==> config.mk <==
export PLATFORM = sky130hd
export DESIGN_NAME = program_loader_flat
export DESIGN_NICKNAME = d
export VERILOG_FILES = /design/src/rtl/program_loader_if.sv /design/src/rtl/program_loader.sv /design/src/flat_wrapper.sv
export SDC_FILE = /design/constraint.sdc
export NUM_CORES = 1
export LEC_CHECK = 0
export CORE_UTILIZATION = 51
export DETAILED_ROUTE_END_ITERATION = 8
export GPL_TIMING_DRIVEN = 1
export PLACE_DENSITY = 0.8
export SETUP_SLACK_MARGIN = 0.1
export SYNTH_ARGS = -nofsm -noshare
export SYNTH_HDL_FRONTEND = slang
export SYNTH_SLANG_ARGS = --single-unit
==> constraint.sdc <==
create_clock -name clk -period 4.6 [get_ports clk]
set_input_delay 0.92 -clock clk [delete_from_list [all_inputs] [get_ports clk]]
set_output_delay 0.92 -clock clk [all_outputs]
set_load 0.05 [all_outputs]
==> src/rtl/program_loader_if.sv <==
// rtl/program_loader_if.sv - byte stream in, instruction memory write bus and status out
interface program_loader_if;
    logic        start;
    logic [7:0]  byte_in;
    logic        byte_valid;
    logic        byte_ready;
    logic [15:0] instruction_in;
    logic [15:0] load_address;
    logic        load_instruction;
    logic        cpu_reset;
    logic        done;
    logic        error;

    modport master (
        output start, byte_in, byte_valid,
        input  byte_ready, instruction_in, load_address, load_instruction,
               cpu_reset, done, error
    );

    modport slave (
        input  start, byte_in, byte_valid,
        output byte_ready, instruction_in, load_address, load_instruction,
               cpu_reset, done, error
    );
endinterface

==> src/rtl/program_loader.sv <==
// rtl/program_loader.sv - loads a count-prefixed byte stream into instruction memory
module program_loader #(
    parameter int MAX_WORDS = 256
) (
    input  logic              clk,
    input  logic              pc_reset_n,
    program_loader_if.slave   bus
);

    typedef enum logic [2:0] {
        S_IDLE,
        S_CNT_HI,
        S_CNT_LO,
        S_DATA_HI,
        S_DATA_LO,
        S_WRITE,
        S_DONE,
        S_ERROR
    } state_t;

    localparam logic [16:0] LP_MAX = 17'(MAX_WORDS);

    state_t      r_state;
    logic [15:0] r_count;
    logic [15:0] r_remaining;
    logic [15:0] r_instruction;
    logic [15:0] r_load_address;
    logic        r_load_instruction;
    logic        r_cpu_reset;
    logic        r_done;
    logic        r_error;

    logic        w_accept;
    logic [15:0] w_count_full;

    assign w_accept     = bus.byte_valid & bus.byte_ready;
    // The full count as it will stand once the low byte lands this cycle.
    assign w_count_full = {r_count[15:8], bus.byte_in};

    // Ready is the only output decoded straight from state.
    always_comb begin
        bus.byte_ready = 1'b0;
        case (r_state)
            S_CNT_HI, S_CNT_LO, S_DATA_HI, S_DATA_LO: bus.byte_ready = 1'b1;
            default:                                  bus.byte_ready = 1'b0;
        endcase
    end

    assign bus.instruction_in   = r_instruction;
    assign bus.load_address     = r_load_address;
    assign bus.load_instruction = r_load_instruction;
    assign bus.cpu_reset        = r_cpu_reset;
    assign bus.done             = r_done;
    assign bus.error            = r_error;

    // Loader FSM with all outputs registered; the strobe is set on entry to WRITE.
    always_ff @(posedge clk or negedge pc_reset_n) begin
        if (!pc_reset_n) begin
            r_state            <= S_IDLE;
            r_count            <= 16'd0;
            r_remaining        <= 16'd0;
            r_instruction      <= 16'd0;
            r_load_address     <= 16'd0;
            r_load_instruction <= 1'b0;
            r_cpu_reset        <= 1'b1;
            r_done             <= 1'b0;
            r_error            <= 1'b0;
        end else begin
            case (r_state)
                S_IDLE, S_DONE, S_ERROR: begin
                    if (bus.start) begin
                        r_state        <= S_CNT_HI;
                        r_done         <= 1'b0;
                        r_error        <= 1'b0;
                        r_load_address <= 16'd0;
                        r_cpu_reset    <= 1'b1;
                    end
                end
                S_CNT_HI: begin
                    if (w_accept) begin
                        r_count <= {bus.byte_in, r_count[7:0]};
                        r_state <= S_CNT_LO;
                    end
                end
                S_CNT_LO: begin
                    if (w_accept) begin
                        r_count <= w_count_full;
                        if (w_count_full == 16'd0) begin
                            r_state     <= S_DONE;
                            r_done      <= 1'b1;
                            r_cpu_reset <= 1'b0;
                        end else if ({1'b0, w_count_full} > LP_MAX) begin
                            r_state     <= S_ERROR;
                            r_error     <= 1'b1;
                            r_cpu_reset <= 1'b1;
                        end else begin
                            r_remaining <= w_count_full;
                            r_state     <= S_DATA_HI;
                        end
                    end
                end
                S_DATA_HI: begin
                    if (w_accept) begin
                        r_instruction[15:8] <= bus.byte_in;
                        r_state             <= S_DATA_LO;
                    end
                end
                S_DATA_LO: begin
                    if (w_accept) begin
                        r_instruction[7:0] <= bus.byte_in;
                        r_load_instruction <= 1'b1;
                        r_state            <= S_WRITE;
                    end
                end
                S_WRITE: begin
                    r_load_instruction <= 1'b0;
                    r_load_address     <= r_load_address + 16'd1;
                    r_remaining        <= r_remaining - 16'd1;
                    if (r_remaining == 16'd1) begin
                        r_state     <= S_DONE;
                        r_done      <= 1'b1;
                        r_cpu_reset <= 1'b0;
                    end else begin
                        r_state <= S_DATA_HI;
                    end
                end
                default: r_state <= S_IDLE;
            endcase
        end
    end

endmodule

==> src/flat_wrapper.sv <==
// flat-port wrapper written by rule: the top's interface ports become plain ports
module program_loader_flat 
#(
    parameter int MAX_WORDS = 256
)
  (clk, pc_reset_n, bus_start, bus_byte_in, bus_byte_valid, bus_byte_ready, bus_instruction_in, bus_load_address, bus_load_instruction, bus_cpu_reset, bus_done, bus_error);
  program_loader_if bus_i ();
  input  logic clk;
  input  logic pc_reset_n;
  input wire logic [$bits(bus_i.start)-1:0] bus_start;
  input wire logic [$bits(bus_i.byte_in)-1:0] bus_byte_in;
  input wire logic [$bits(bus_i.byte_valid)-1:0] bus_byte_valid;
  output wire logic [$bits(bus_i.byte_ready)-1:0] bus_byte_ready;
  output wire logic [$bits(bus_i.instruction_in)-1:0] bus_instruction_in;
  output wire logic [$bits(bus_i.load_address)-1:0] bus_load_address;
  output wire logic [$bits(bus_i.load_instruction)-1:0] bus_load_instruction;
  output wire logic [$bits(bus_i.cpu_reset)-1:0] bus_cpu_reset;
  output wire logic [$bits(bus_i.done)-1:0] bus_done;
  output wire logic [$bits(bus_i.error)-1:0] bus_error;
  assign bus_i.start = bus_start;
  assign bus_i.byte_in = bus_byte_in;
  assign bus_i.byte_valid = bus_byte_valid;
  assign bus_byte_ready = bus_i.byte_ready;
  assign bus_instruction_in = bus_i.instruction_in;
  assign bus_load_address = bus_i.load_address;
  assign bus_load_instruction = bus_i.load_instruction;
  assign bus_cpu_reset = bus_i.cpu_reset;
  assign bus_done = bus_i.done;
  assign bus_error = bus_i.error;
  program_loader #(.MAX_WORDS(MAX_WORDS)) u_core (.clk(clk), .pc_reset_n(pc_reset_n), .bus(bus_i));
endmodule
==> impl_metrics.env <==
export IMPL_setup_worst_path_start_class="flop"
export IMPL_grt_ovfl_total=0
export IMPL_finalSetupTns_ps=0
export IMPL_grt_pass1_vias=2467
export IMPL_top_usage_layer="met2"
export IMPL_viasPerCell=6.09
export IMPL_antennaDiodeCount=0
export IMPL_grt_pass1_wl_um=12000
export IMPL_multiInputGateArea_um2=1560
export IMPL_wirelength_um=7170
export IMPL_cts_setup_buffers=0
export IMPL_final_common_cell="dfrtp_1"
export IMPL_cts_sinks=63
export IMPL_chipHeight_um=81.3
export IMPL_fmax_ghz=0.329
export IMPL_ioPinCount=49
export IMPL_synth_seq_area_share_pct=49.2
export IMPL_synthFlopType="dfrtp_1"
export IMPL_ys_ff_latch=63
export IMPL_drtIter0Drc=203
export IMPL_grt_max_degree=34
export IMPL_drv_slew=0
export IMPL_worst_slack_ps=1560
export IMPL_gp_congestion=0.887
export IMPL_cap_violations=0
export IMPL_slew_headroom_pct=46.9
export IMPL_yosys_warnings=0
export IMPL_finalCriticalPeriod_ps=3040
export IMPL_firstDrtPassIters=5
export IMPL_track_usage_pct=24.3
export IMPL_dieArea_um2=6600
export IMPL_synth_edf_count=0
export IMPL_use_met2_pct=36.1
export IMPL_antenna_found_initial=0
export IMPL_crit_path_end_kind="output port"
export IMPL_dp_hpwl_um=5050
export IMPL_drive_gt1_share_pct=15.1
export IMPL_cts_tree="built"
export IMPL_met3_usage_pct=5.06
export IMPL_rsz0062_at_grt="no"
export IMPL_skew_ps=12.5
export IMPL_power_density_nw_per_um2=698
export IMPL_synth_avg_cell_area_um2=10.2
export IMPL_leakage_uw=0.00162
export IMPL_finish_utilization_pct=66.4
export IMPL_setup_viol=0
export IMPL_hold_viol=0
export IMPL_syn_to_final_growth_pct=24.1
export IMPL_ant_nets=0
export IMPL_path_max_fanout=20
export IMPL_cts_hold_buf=0
export IMPL_use_met1_pct=33.5
export IMPL_wl_per_cell_um=16.0
export IMPL_clkLatencyLatePin_ps=340
export IMPL_syn_nets=330
export IMPL_h_tree_depth=3
export IMPL_clock_path_buffers=2
export IMPL_worst_hold_path_type="reg -> reg"
export IMPL_core_um2=5990
export IMPL_cts_resized=0
export IMPL_nets=382
export IMPL_root_buffer="clkbuf_8"
export IMPL_worstMarginPinSlew_ps=797
export IMPL_vdd_drop_max_v=0.000504
export IMPL_layout_common_cells="62 x dfrtp_1, 47 x clkdlybuf4s50_1, 26 x nand2_1"
export IMPL_initial_core_util_pct=53.5
export IMPL_outcome="completed"
export IMPL_numCtsBuffers=9
export IMPL_rows=28
export IMPL_finalPower_uw=2770
export IMPL_dpl_cell_count=431
export IMPL_num_vias=2720
export IMPL_drc=0
export IMPL_timing_critical_path_required_ps=3680
export IMPL_syn_area_um2=3200
export IMPL_place_ws_ps=1510
export IMPL_fillers=455
export IMPL_crit_arrival_ps=2120
export IMPL_die_w_um=81.3
export IMPL_async_reset_ff_share_pct=100
export IMPL_clk_pin_slew_ps=80
export IMPL_ff_latch_area_um2=1580
export IMPL_r2r_setup_slack_ps=2020
export IMPL_path_class="reg -> out"
export IMPL_synth_cells=315
export IMPL_finalNonFillerCells=447
export IMPL_period_share_pct=66.0
export IMPL_ys_types=58
export IMPL_port_buffers=48
## cells by family (layout without fill, tap and decap cells)
family,after synthesis,in the layout,synth area share (%)
AND/OR/NAND/NOR,114,114,18.6
AO/OA/AOI/OAI,87,87,18.5
flip-flops,63,63,49.2
multiplexers,29,29,10.0
buffers and inverters,18,75,2.19
adder cells (fa/ha/maj),3,3,1.17
XOR/XNOR,1,1,0.273
## per-layer routing
metal | routed length, um | part of all wire [%]
met5 | 0 | 0
met4 | 154 | 2.1
met3 | 386 | 5.4
met2 | 3390 | 47
met1 | 3230 | 45
## cells in the mapped netlist (2+ instances only)
master,count,share of area (%)
a21o_1,3,0.70
a21oi_1,16,2.5
a221o_1,3,0.94
a22o_1,2,0.55
a31oi_1,7,1.4
a32o_1,2,0.62
and2_0,2,0.39
and3_1,5,0.98
buf_1,2,0.23
buf_2,2,0.31
clkbuf_1,6,0.70
dfrtp_1,62,48
ha_1,3,1.2
inv_1,8,0.94
mux2_2,24,8.4
mux2i_1,4,1.2
nand2_1,26,3.0
nand2b_1,3,0.59
nand3_1,20,3.1
nand3b_1,2,0.47
nand4_1,2,0.39
nor2_1,20,2.3
nor2b_1,2,0.39
nor3_1,11,1.7
nor3_2,2,0.62
nor3b_1,3,0.70
nor4_1,4,0.78
o211ai_1,3,0.70
o21a_1,2,0.47
o21ai_0,21,3.3
o21ai_1,3,0.47
o22ai_1,3,0.59
o31ai_1,7,1.6
o41ai_1,2,0.55
or2_4,2,0.55
or3_1,3,0.59
or4_1,2,0.47
## layout make-up
type | count | area share [%]
Clock buffer | 10 | 3.21
Clock inverter | 6 | 2.36
Inverter | 8 | 0.755
Multi-Input combinational cell | 234 | 39.1
Sequential cell | 63 | 39.7
Tap cell | 75 | 2.36
Timing Repair Buffer | 51 | 12.5
## power by group
group / switching [uW] / leakage (uW) / internal, uW / total (uW)
logic: 767 / 0.000719 / 485 / 1250
registers: 220 / 0.000789 / 764 / 984
clock network: 230 / 0.000107 / 309 / 539
## worst max-delay path: stages (launching register included)
cell and delay [ps]:
dfrtp_1 700, nor3_1 140, nor2_1 120, clkdlybuf4s50_1 820
## state kept, by name, summed over array words and instances (netlist names)
register	flops
u_core.r_count	8
u_core.bus.load_instruction	1
u_core.r_state	3
u_core.bus.error	1
u_core.bus.instruction_in	16
u_core.bus.cpu_reset	1
u_core.r_remaining	16
u_core.bus.load_address	16
u_core.bus.done	1
## final timing paths
check,start,endpoint,depth (start not counted)
max,u_core.r_state[1],bus_byte_ready,3
max reg2reg,u_core.r_state[1],u_core.bus.load_address[15],6
min,u_core.bus.load_address[15],u_core.bus.load_address[15],1
max in group asynchronous,pc_reset_n,u_core.r_remaining[8],2
min in group asynchronous,pc_reset_n,u_core.bus.load_address[6],1
min reg2reg,u_core.bus.load_address[15],u_core.bus.load_address[15],1
## per-stage QoR
| step | instance area [um2] | hold slack [ps] |
|---|---|---|
| floorplan | 3200 | 464 |
| global placement | 3760 | 462 |
| detailed placement | 3760 | 470 |
| CTS | 3980 | 491 |
| global route | 3980 | 509 |
| finish | 3980 | 479 |
No activity file was read; power rests on OpenSTA's default activity.
